<file path="config.mk">
export PLATFORM = sky130hd
export DESIGN_NAME = multi_pueo_beam
export DESIGN_NICKNAME = d
export VERILOG_FILES = /design/src/rtl/pueo_beam_pkg.sv /design/src/rtl/pueo_beam_power.sv /design/src/rtl/multi_pueo_beam.sv
export SDC_FILE = /design/constraint.sdc
export NUM_CORES = 2
export LEC_CHECK = 0
export ABC_AREA = 1
export CAP_MARGIN = 20
export CORE_ASPECT_RATIO = 1.5
export CORE_MARGIN = 1.5
export CORE_UTILIZATION = 45
export DETAILED_ROUTE_END_ITERATION = 10
export DONT_BUFFER_PORTS = 1
export SETUP_SLACK_MARGIN = 0.05
export SYNTH_ARGS = -nofsm -noshare
export SYNTH_HDL_FRONTEND = slang
export SYNTH_SLANG_ARGS = --single-unit
</file>
<file path="constraint.sdc">
create_clock -name clk_i -period 6.4 [get_ports clk_i]
set_clock_uncertainty 0.15 [all_clocks]
set_input_delay 0.64 -clock clk_i [delete_from_list [all_inputs] [get_ports clk_i]]
set_output_delay 0.64 -clock clk_i [all_outputs]
set_load 0.05 [all_outputs]
</file>
<file path="src/rtl/pueo_beam_pkg.sv">
`default_nettype none
// +----------------------------------------------------------------------+
// | pueo_beam_pkg                                                         |
// | Shared helpers for the multi-beam power trigger: sample centering,    |
// | power-width sizing, ceil-log2 and the packed index into beam_i.       |
// | No ports (package).                                                   |
// | Revision: 1.0 - initial release                                       |
// +----------------------------------------------------------------------+
package pueo_beam_pkg;

  // Ceiling log2; clog2(1) = 0.
  function automatic int clog2(input longint v);
    int     r;
    longint p;
    r = 0;
    p = 1;
    while (p < v) begin
      p = p << 1;
      r = r + 1;
    end
    return r;
  endfunction

  // Ceiling log2 with a floor of 1, for select/counter widths.
  function automatic int clog2_min1(input longint v);
    int r;
    r = clog2(v);
    return (r < 1) ? 1 : r;
  endfunction

  // Offset-binary sample to odd, zero-centred value: 2x - (2^nbits - 1).
  function automatic int center(input int x, input int nbits);
    return 2 * x - ((1 << nbits) - 1);
  endfunction

  // Width needed for the largest possible power nsamp * (nchan*(2^nbits-1))^2 / 4.
  function automatic int pwr_width(input int nchan, input int nsamp, input int nbits);
    longint m;
    m = longint'(nchan) * ((longint'(1) << nbits) - 1);
    return clog2((longint'(nsamp) * m * m) / 4 + 1);
  endfunction

  // Bit offset of sample [b][c][s] inside the flattened beam vector.
  function automatic int beam_idx(input int b, input int c, input int s,
                                  input int nchan, input int nsamp, input int nbits);
    return nbits * (nsamp * (nchan * b + c) + s);
  endfunction

endpackage : pueo_beam_pkg
`default_nettype wire

</file>
<file path="src/rtl/pueo_beam_power.sv">
`default_nettype none
// +----------------------------------------------------------------------+
// | pueo_beam_power                                                       |
// | Three-stage power computation for a single beam:                      |
// |   stage 1: S = sum over channels of centred samples                   |
// |   stage 2: (S/2)^2 per sample (S is even, so the halving is exact)    |
// |   stage 3: sum over samples                                           |
// | Ports:                                                                |
// |   clk_i    in   clock                                                 |
// |   rst_n_i  in   asynchronous active-low reset                         |
// |   samp_i   in   NCHAN*NSAMP*NBITS samples, [chan][samp] packing       |
// |   power_o  out  PW-bit registered power                               |
// | Revision: 1.0 - initial release                                       |
// +----------------------------------------------------------------------+
module pueo_beam_power
  import pueo_beam_pkg::*;
#(
  parameter int NCHAN = 8,
  parameter int NSAMP = 8,
  parameter int NBITS = 5,
  parameter int PW    = pwr_width(NCHAN, NSAMP, NBITS)
) (
  input  logic                         clk_i,
  input  logic                         rst_n_i,
  input  logic [NCHAN*NSAMP*NBITS-1:0] samp_i,
  output logic [PW-1:0]                power_o
);

  localparam int DW = NBITS + 1;          // centred sample width
  localparam int SW = DW + clog2(NCHAN);  // channel-sum width
  localparam int EW = (PW > SW) ? PW : SW;

  logic signed [SW-1:0] sum_d [NSAMP];
  logic signed [SW-1:0] sum_q [NSAMP];
  logic        [PW-1:0] sq_d  [NSAMP];
  logic        [PW-1:0] sq_q  [NSAMP];
  logic        [PW-1:0] pwr_d;
  logic        [PW-1:0] pwr_q;
  logic signed [SW-1:0] half;
  logic        [SW-1:0] mag;

  // Stage 1 combinational: channel sum of centred samples.
  always_comb begin
    for (int s = 0; s < NSAMP; s++) begin
      sum_d[s] = '0;
      for (int c = 0; c < NCHAN; c++) begin
        sum_d[s] = sum_d[s] +
          SW'(center(int'(samp_i[beam_idx(0, c, s, NCHAN, NSAMP, NBITS) +: NBITS]), NBITS));
      end
    end
  end

  // Stage 2 combinational: S^2/4 as (S/2)^2 on the magnitude.
  always_comb begin
    half = '0;
    mag  = '0;
    for (int s = 0; s < NSAMP; s++) begin
      half    = sum_q[s] >>> 1;
      mag     = half[SW-1] ? SW'(-half) : SW'(half);
      sq_d[s] = PW'(EW'(mag) * EW'(mag));
    end
  end

  // Stage 3 combinational: sum over samples.
  always_comb begin
    pwr_d = '0;
    for (int s = 0; s < NSAMP; s++) begin
      pwr_d = pwr_d + sq_q[s];
    end
  end

  always_ff @(posedge clk_i or negedge rst_n_i) begin
    if (!rst_n_i) begin
      for (int s = 0; s < NSAMP; s++) begin
        sum_q[s] <= '0;
        sq_q[s]  <= '0;
      end
      pwr_q <= '0;
    end else begin
      for (int s = 0; s < NSAMP; s++) begin
        sum_q[s] <= sum_d[s];
        sq_q[s]  <= sq_d[s];
      end
      pwr_q <= pwr_d;
    end
  end

  assign power_o = pwr_q;

endmodule : pueo_beam_power
`default_nettype wire

</file>
<file path="src/rtl/multi_pueo_beam.sv">
`default_nettype none
// +----------------------------------------------------------------------+
// | multi_pueo_beam                                                       |
// | NBEAMS parallel beam power triggers with double-buffered thresholds,  |
// | per-beam holdoff, mask and saturating trigger scalers.                |
// | Ports:                                                                |
// |   clk_i, rst_n_i   clock, asynchronous active-low reset               |
// |   beam_i           samples [beam][chan][samp]                         |
// |   thresh_i/_addr_i/_wr_i  shadow threshold write                      |
// |   update_i         copy all shadow thresholds to active               |
// |   mask_i           per-beam trigger inhibit                           |
// |   trigger_o        per-beam one-cycle trigger pulse                   |
// |   count_sel_i/count_o/count_clr_i  scaler readback and clear          |
// | Revision: 1.0 - initial release                                       |
// +----------------------------------------------------------------------+
module multi_pueo_beam
  import pueo_beam_pkg::*;
#(
  parameter int NBEAMS  = 2,
  parameter int NCHAN   = 8,
  parameter int NSAMP   = 8,
  parameter int NBITS   = 5,
  parameter int TWIDTH  = 18,
  parameter int HOLDOFF = 16,
  parameter int CWIDTH  = 16
) (
  input  logic                                clk_i,
  input  logic                                rst_n_i,
  input  logic [NBEAMS*NCHAN*NSAMP*NBITS-1:0] beam_i,
  input  logic [TWIDTH-1:0]                   thresh_i,
  input  logic [clog2_min1(NBEAMS)-1:0]       thresh_addr_i,
  input  logic                                thresh_wr_i,
  input  logic                                update_i,
  input  logic [NBEAMS-1:0]                   mask_i,
  output logic [NBEAMS-1:0]                   trigger_o,
  input  logic [clog2_min1(NBEAMS)-1:0]       count_sel_i,
  output logic [CWIDTH-1:0]                   count_o,
  input  logic                                count_clr_i
);

  localparam int BW = NCHAN * NSAMP * NBITS;
  localparam int PW = pwr_width(NCHAN, NSAMP, NBITS);
  localparam int HW = clog2_min1(HOLDOFF + 1);

  if (PW > TWIDTH) begin : g_pw_check
    $error("multi_pueo_beam: power width exceeds TWIDTH");
  end

  if ((NCHAN % 2) != 0) begin : g_nchan_check
    $error("multi_pueo_beam: NCHAN must be even");
  end

  logic [PW-1:0]     power    [NBEAMS];
  logic [TWIDTH-1:0] shadow_q [NBEAMS];
  logic [TWIDTH-1:0] active_q [NBEAMS];
  logic [HW-1:0]     hold_q   [NBEAMS];
  logic [CWIDTH-1:0] scaler_q [NBEAMS];
  logic [NBEAMS-1:0] fire;
  logic [NBEAMS-1:0] trig_q;
  logic [CWIDTH-1:0] count_q;

  for (genvar b = 0; b < NBEAMS; b++) begin : g_beam
    pueo_beam_power #(
      .NCHAN (NCHAN),
      .NSAMP (NSAMP),
      .NBITS (NBITS),
      .PW    (PW)
    ) u_power (
      .clk_i   (clk_i),
      .rst_n_i (rst_n_i),
      .samp_i  (beam_i[b*BW +: BW]),
      .power_o (power[b])
    );
  end

  // A masked beam never fires, so its holdoff and scaler stay untouched.
  always_comb begin
    fire = '0;
    for (int b = 0; b < NBEAMS; b++) begin
      fire[b] = (TWIDTH'(power[b]) > active_q[b]) && !mask_i[b] && (hold_q[b] == '0);
    end
  end

  // Update copies the pre-write shadow; a same-cycle write lands afterwards.
  always_ff @(posedge clk_i or negedge rst_n_i) begin
    if (!rst_n_i) begin
      for (int b = 0; b < NBEAMS; b++) begin
        shadow_q[b] <= '1;
        active_q[b] <= '1;
      end
    end else begin
      if (update_i) begin
        for (int b = 0; b < NBEAMS; b++) begin
          active_q[b] <= shadow_q[b];
        end
      end
      if (thresh_wr_i && (int'(thresh_addr_i) < NBEAMS)) begin
        shadow_q[thresh_addr_i] <= thresh_i;
      end
    end
  end

  always_ff @(posedge clk_i or negedge rst_n_i) begin
    if (!rst_n_i) begin
      for (int b = 0; b < NBEAMS; b++) begin
        hold_q[b]   <= '0;
        scaler_q[b] <= '0;
      end
      trig_q  <= '0;
      count_q <= '0;
    end else begin
      for (int b = 0; b < NBEAMS; b++) begin
        if (fire[b]) begin
          hold_q[b] <= HW'(HOLDOFF);
        end else if (hold_q[b] != '0) begin
          hold_q[b] <= hold_q[b] - HW'(1);
        end
        if (count_clr_i) begin
          scaler_q[b] <= '0;
        end else if (fire[b] && (scaler_q[b] != '1)) begin
          scaler_q[b] <= scaler_q[b] + CWIDTH'(1);
        end
      end
      trig_q  <= fire;
      count_q <= (int'(count_sel_i) < NBEAMS) ? scaler_q[count_sel_i] : '0;
    end
  end

  assign trigger_o = trig_q;
  assign count_o   = count_q;

endmodule : multi_pueo_beam
`default_nettype wire

</file>
==> qor.log <==
INFO  timing         final_critical_path_share_of_the_clock_period=90.16%
INFO  worst_setup_path critical_path.max_stage_delay=600ps
INFO  global_route   grt_max_degree=551
INFO  finish         areaGrowthSynthToFinish=8.005%
INFO  worst_setup_path worstSetupPathType=reg2reg
INFO  worst_hold_path hold_path_class=in2async
INFO  finish         design.final.nets=11160
INFO  placement      port_buffers=0
INFO  route          number_of_detailed_routing_iterations_run_before_antenna_repair=5
INFO  worst_setup_path cp.required=6920ps
INFO  clock_tree     post_cts.resized_instances=0
INFO  synthesis      synthesis.area_per_instance=9.098um2
INFO  worst_setup_path critPathLaunchType=register
INFO  worst_setup_path timing.critical_path.slowest_stage_cell=sky130_fd_sc_hd__fa_1
INFO  clock_tree     root_driver=sky130_fd_sc_hd__clkbuf_16
INFO  worst_setup_path kind_of_end_point_of_the_critical_path=register
INFO  run_status     violations_in_the_final_reports=hold timing, slew limit
INFO  timing         unrepaired_setup_endpoints_after_global_routing=false
INFO  route          met2RoutedLength=92520um
INFO  route          antenna_violating_nets_post_route=0
INFO  route          top_layer_used=met5
INFO  finish         layout.core_utilization=48.84%
INFO  timing         maxSlewHeadroom=-6.684%
INFO  route          first_iter_violations=1903
INFO  route          detail_route.wirelength=163200um
INFO  synthesis      synthDominantAreaCellType=sky130_fd_sc_hd__fa_1
INFO  route          drt-wirelength-per-cell=15.39um
INFO  floorplanning  dieWidth=333.9um
INFO  synthesis      yosys_warnings=0
INFO  route          met3_length=4485um
INFO  synthesis      synth.yosys.seq_area_share=18.74%
INFO  flow_run       maxCapViolations=0
INFO  clock_tree     hold_buffers_post_cts=28
INFO  synthesis      post_synth_main_area_contributors=sky130_fd_sc_hd__fa_1, sky130_fd_sc_hd__dfrtp_1, sky130_fd_sc_hd__ha_1, sky130_fd_sc_hd__inv_1, sky130_fd_sc_hd__nand2_1
INFO  clock_tree     postCtsSetupBuffers=0
INFO  placement      place_congestion=0.9174
INFO  synthesis      synth_top_cell_area_share=32.79%
INFO  timing         timing.hold.ws=-547.1ps
INFO  timing         report.final.hold_viol_count=503
INFO  floorplanning  floorplan.rows=182
INFO  placement      place_hpwl=143300um
INFO  worst_setup_path arrival=6290ps
INFO  clock_tree     cts_htree_levels=2
INFO  timing         setup_viol=0
INFO  route          viasPerCell=4.731
INFO  synthesis      synth.cell_area=73930um2
INFO  floorplanning  io_pins=685
INFO  global_route   grt.overflow.total=0
INFO  global_route   grt_first_pass_wirelength=268700um
INFO  clock_tree     cts-buffers-inserted=61
INFO  floorplanning  initial_utilization=45.22%
INFO  global_route   number_of_antenna_violations_at_the_first_check_in_global_routing=10
INFO  worst_setup_path reg2reg_to=g_beam[0].u_power.sq_q[65]
INFO  timing         slew_violations=106
INFO  floorplanning  core=163500um2
INFO  worst_setup_path worstPathCellList=inv_1 -> ha_1 -> inv_1 -> nor3_2 -> nand3_1 -> nand2_1 -> nand2_1 -> nand2_1 -> inv_1 -> nor2_1 -> inv_1 -> fa_1 -> inv_1 -> fa_1 -> inv_1 -> fa_1 -> fa_1 -> inv_1 -> ha_1 -> nand2_1 -> o21ai_0 -> a21oi_1 -> o21bai_1 -> xor2_1
INFO  worst_setup_path launch_instance_of_the_worst_register_to_register_path=g_beam[0].u_power.sum_q[28]
INFO  clock_tree     cts_tree=built
INFO  clock_tree     clock_path_buffers=3
INFO  synthesis      postSynthCellCount=8126
INFO  clock_tree     clock_latency=730ps
INFO  route          met1Wirelength=59770um
INFO  finish         drive_above_1_share=3.652%
INFO  synthesis      ys_ff_latch=550
INFO  synthesis      ys_types=60
INFO  timing         max_fclk=173.3MHz
INFO  global_route   first_global_vias=54560
INFO  global_route   grt_usage=20.19%
INFO  route          total_vias_in_the_final_route=50190
INFO  clock_tree     clock_sink_count=550
INFO  floorplanning  die_height=499.4um
INFO  route          drc=0
INFO  clock_tree     path_clk_slew=70ps
INFO  worst_setup_path rrSetupSlack=630ps
INFO  worst_setup_path critPathMaxFanout=11
INFO  timing         actual_slew_at_the_worst_max_slew_pin=1600ps
INFO  timing         post-route-min-period=5770ps
INFO  run_status     outcome=finished with violations
INFO  timing         fin_setup_tns=0ps
INFO  worst_setup_path critPathMostFrequentCell=sky130_fd_sc_hd__inv_1
INFO  floorplanning  floorplan.die_area=166800um2
INFO  worst_setup_path worst-r2r-cell-count=24
[area by class of cell]
type                            instances  area [um2]
Clock inverter                         45       561.8
Timing Repair Buffer                   31       357.8
Sequential cell                       550       13850
Fill cell                           15590       83660
Clock buffer                           69        1607
Multi-Input combinational cell       5417       51890
Inverter                             2376        8919
Tap cell                             2116        2648
Antenna cell                            4       10.01
[placed cells by master, fill, tap and decap left out, types with 26 or more instances in the layout]
master | netlist | final
sky130_fd_sc_hd__inv_2 | 27 | 27
sky130_fd_sc_hd__xnor2_1 | 187 | 187
sky130_fd_sc_hd__dfrtp_1 | 478 | 478
sky130_fd_sc_hd__nand3_1 | 248 | 248
sky130_fd_sc_hd__nand4_1 | 43 | 43
sky130_fd_sc_hd__nor3_1 | 36 | 36
sky130_fd_sc_hd__dfstp_2 | 72 | 72
sky130_fd_sc_hd__fa_1 | 1211 | 1211
sky130_fd_sc_hd__nand3b_1 | 27 | 27
sky130_fd_sc_hd__clkbuf_16 | 0 | 61
sky130_fd_sc_hd__o21ai_0 | 257 | 257
sky130_fd_sc_hd__nor2_1 | 529 | 529
sky130_fd_sc_hd__a21oi_1 | 262 | 262
sky130_fd_sc_hd__dlygate4sd3_1 | 0 | 26
sky130_fd_sc_hd__ha_1 | 843 | 843
sky130_fd_sc_hd__inv_1 | 2346 | 2346
sky130_fd_sc_hd__xor2_1 | 266 | 266
sky130_fd_sc_hd__a21o_1 | 39 | 39
sky130_fd_sc_hd__nand2_1 | 1006 | 1006
sky130_fd_sc_hd__conb_1 | 2 | 272
[Yosys cell counts (all sizes together)]
cell,number
a211oi,10
a21boi,1
a21o,39
a21oi,263
a22oi,1
a31o,3
a31oi,2
and2,2
and3,2
buf,25
clkbuf,28
clkinv,3
conb,2
dfrtp,478
dfstp,72
fa,1211
ha,843
inv,2373
mux2,4
mux2i,4
nand2,1031
nand3,252
nand3b,27
nand4,46
nor2,548
nor3,45
nor3b,2
nor4,7
nor4b,1
o2111ai,7
o211ai,14
o21a,5
o21ai,271
o21bai,19
o22ai,2
o311ai,2
o31ai,2
or2,21
xnor2,187
xor2,271
[metrics by stage]
| step | worst slack [ps] | hold WS (ps) | instance area [um2] | instances |
|---|---|---|---|---|
| floorplan | 1307 | 194.4 | 74940 | 8396 |
| finish | 629.7 | -547.1 | 79850 | 10610 |
| global route | 117.6 | -592.4 | 79850 | 10610 |
| global placement | 707.3 | 239.5 | 77320 | 10460 |
| detailed placement | 674.5 | 241.6 | 77330 | 10460 |
| CTS | 666.4 | -574.7 | 79810 | 10600 |
[registers in the layout (all words and copies together) (netlist names)]
name	count
g_beam.u_power.sq_q	256
g_beam.u_power.sum_q	112
active_q	36
shadow_q	36
g_beam.u_power.power_o	34
scaler_q	32
count_o	16
g_beam.u_power.half	16
hold_q	10
trigger_o	2
[logic make-up after synthesis]
| group | Yosys count | synth area share (%) |
|---|---|---|
| buf+inv | 2429 | 12.44 |
| simple gates | 1984 | 11.40 |
| xor+xnor | 458 | 5.477 |
| flops | 550 | 18.74 |
| fa+ha+maj | 2054 | 47.06 |
| compound gates | 641 | 4.759 |
| other cells | 2 | 0.01016 |
| mux | 8 | 0.1151 |
[how the worst max path moves through the flow]
stage | from | end | depth (start not counted)
5_1_grt | g_beam[0].u_power.sum_q[28] | g_beam[0].u_power.sq_q[65] | 24
4_1_cts | g_beam[0].u_power.sum_q[28] | g_beam[0].u_power.sq_q[65] | 24
3_3_place_gp | g_beam[0].u_power.sum_q[64] | g_beam[0].u_power.sq_q[129] | 25
2_1_floorplan | g_beam[0].u_power.sum_q[64] | g_beam[0].u_power.sq_q[133] | 25
3_5_place_dp | g_beam[0].u_power.sum_q[28] | g_beam[0].u_power.sq_q[65] | 24
6_report | g_beam[0].u_power.sum_q[28] | g_beam[0].u_power.sq_q[65] | 24
[metal layers]
layer / track usage [%] / vias to the layer above
met5: 0 / -
met4: 7.324 / 6
met3: 1.881 / 221
met2: 40.07 / 819
met1: 21.81 / 24700
li1: - / 24440
[worst max-delay path, delay by kind of cell (launching register included)]
kind	cells	cell delay (ps)
flops	1	420
simple gates	7	940
compound gates	3	730
buf+inv	7	650
fa+ha+maj	6	2660
xor+xnor	1	160
Power is not shown: default switching activity piles up to over one toggle a cycle in this logic, so the estimate is an artifact.
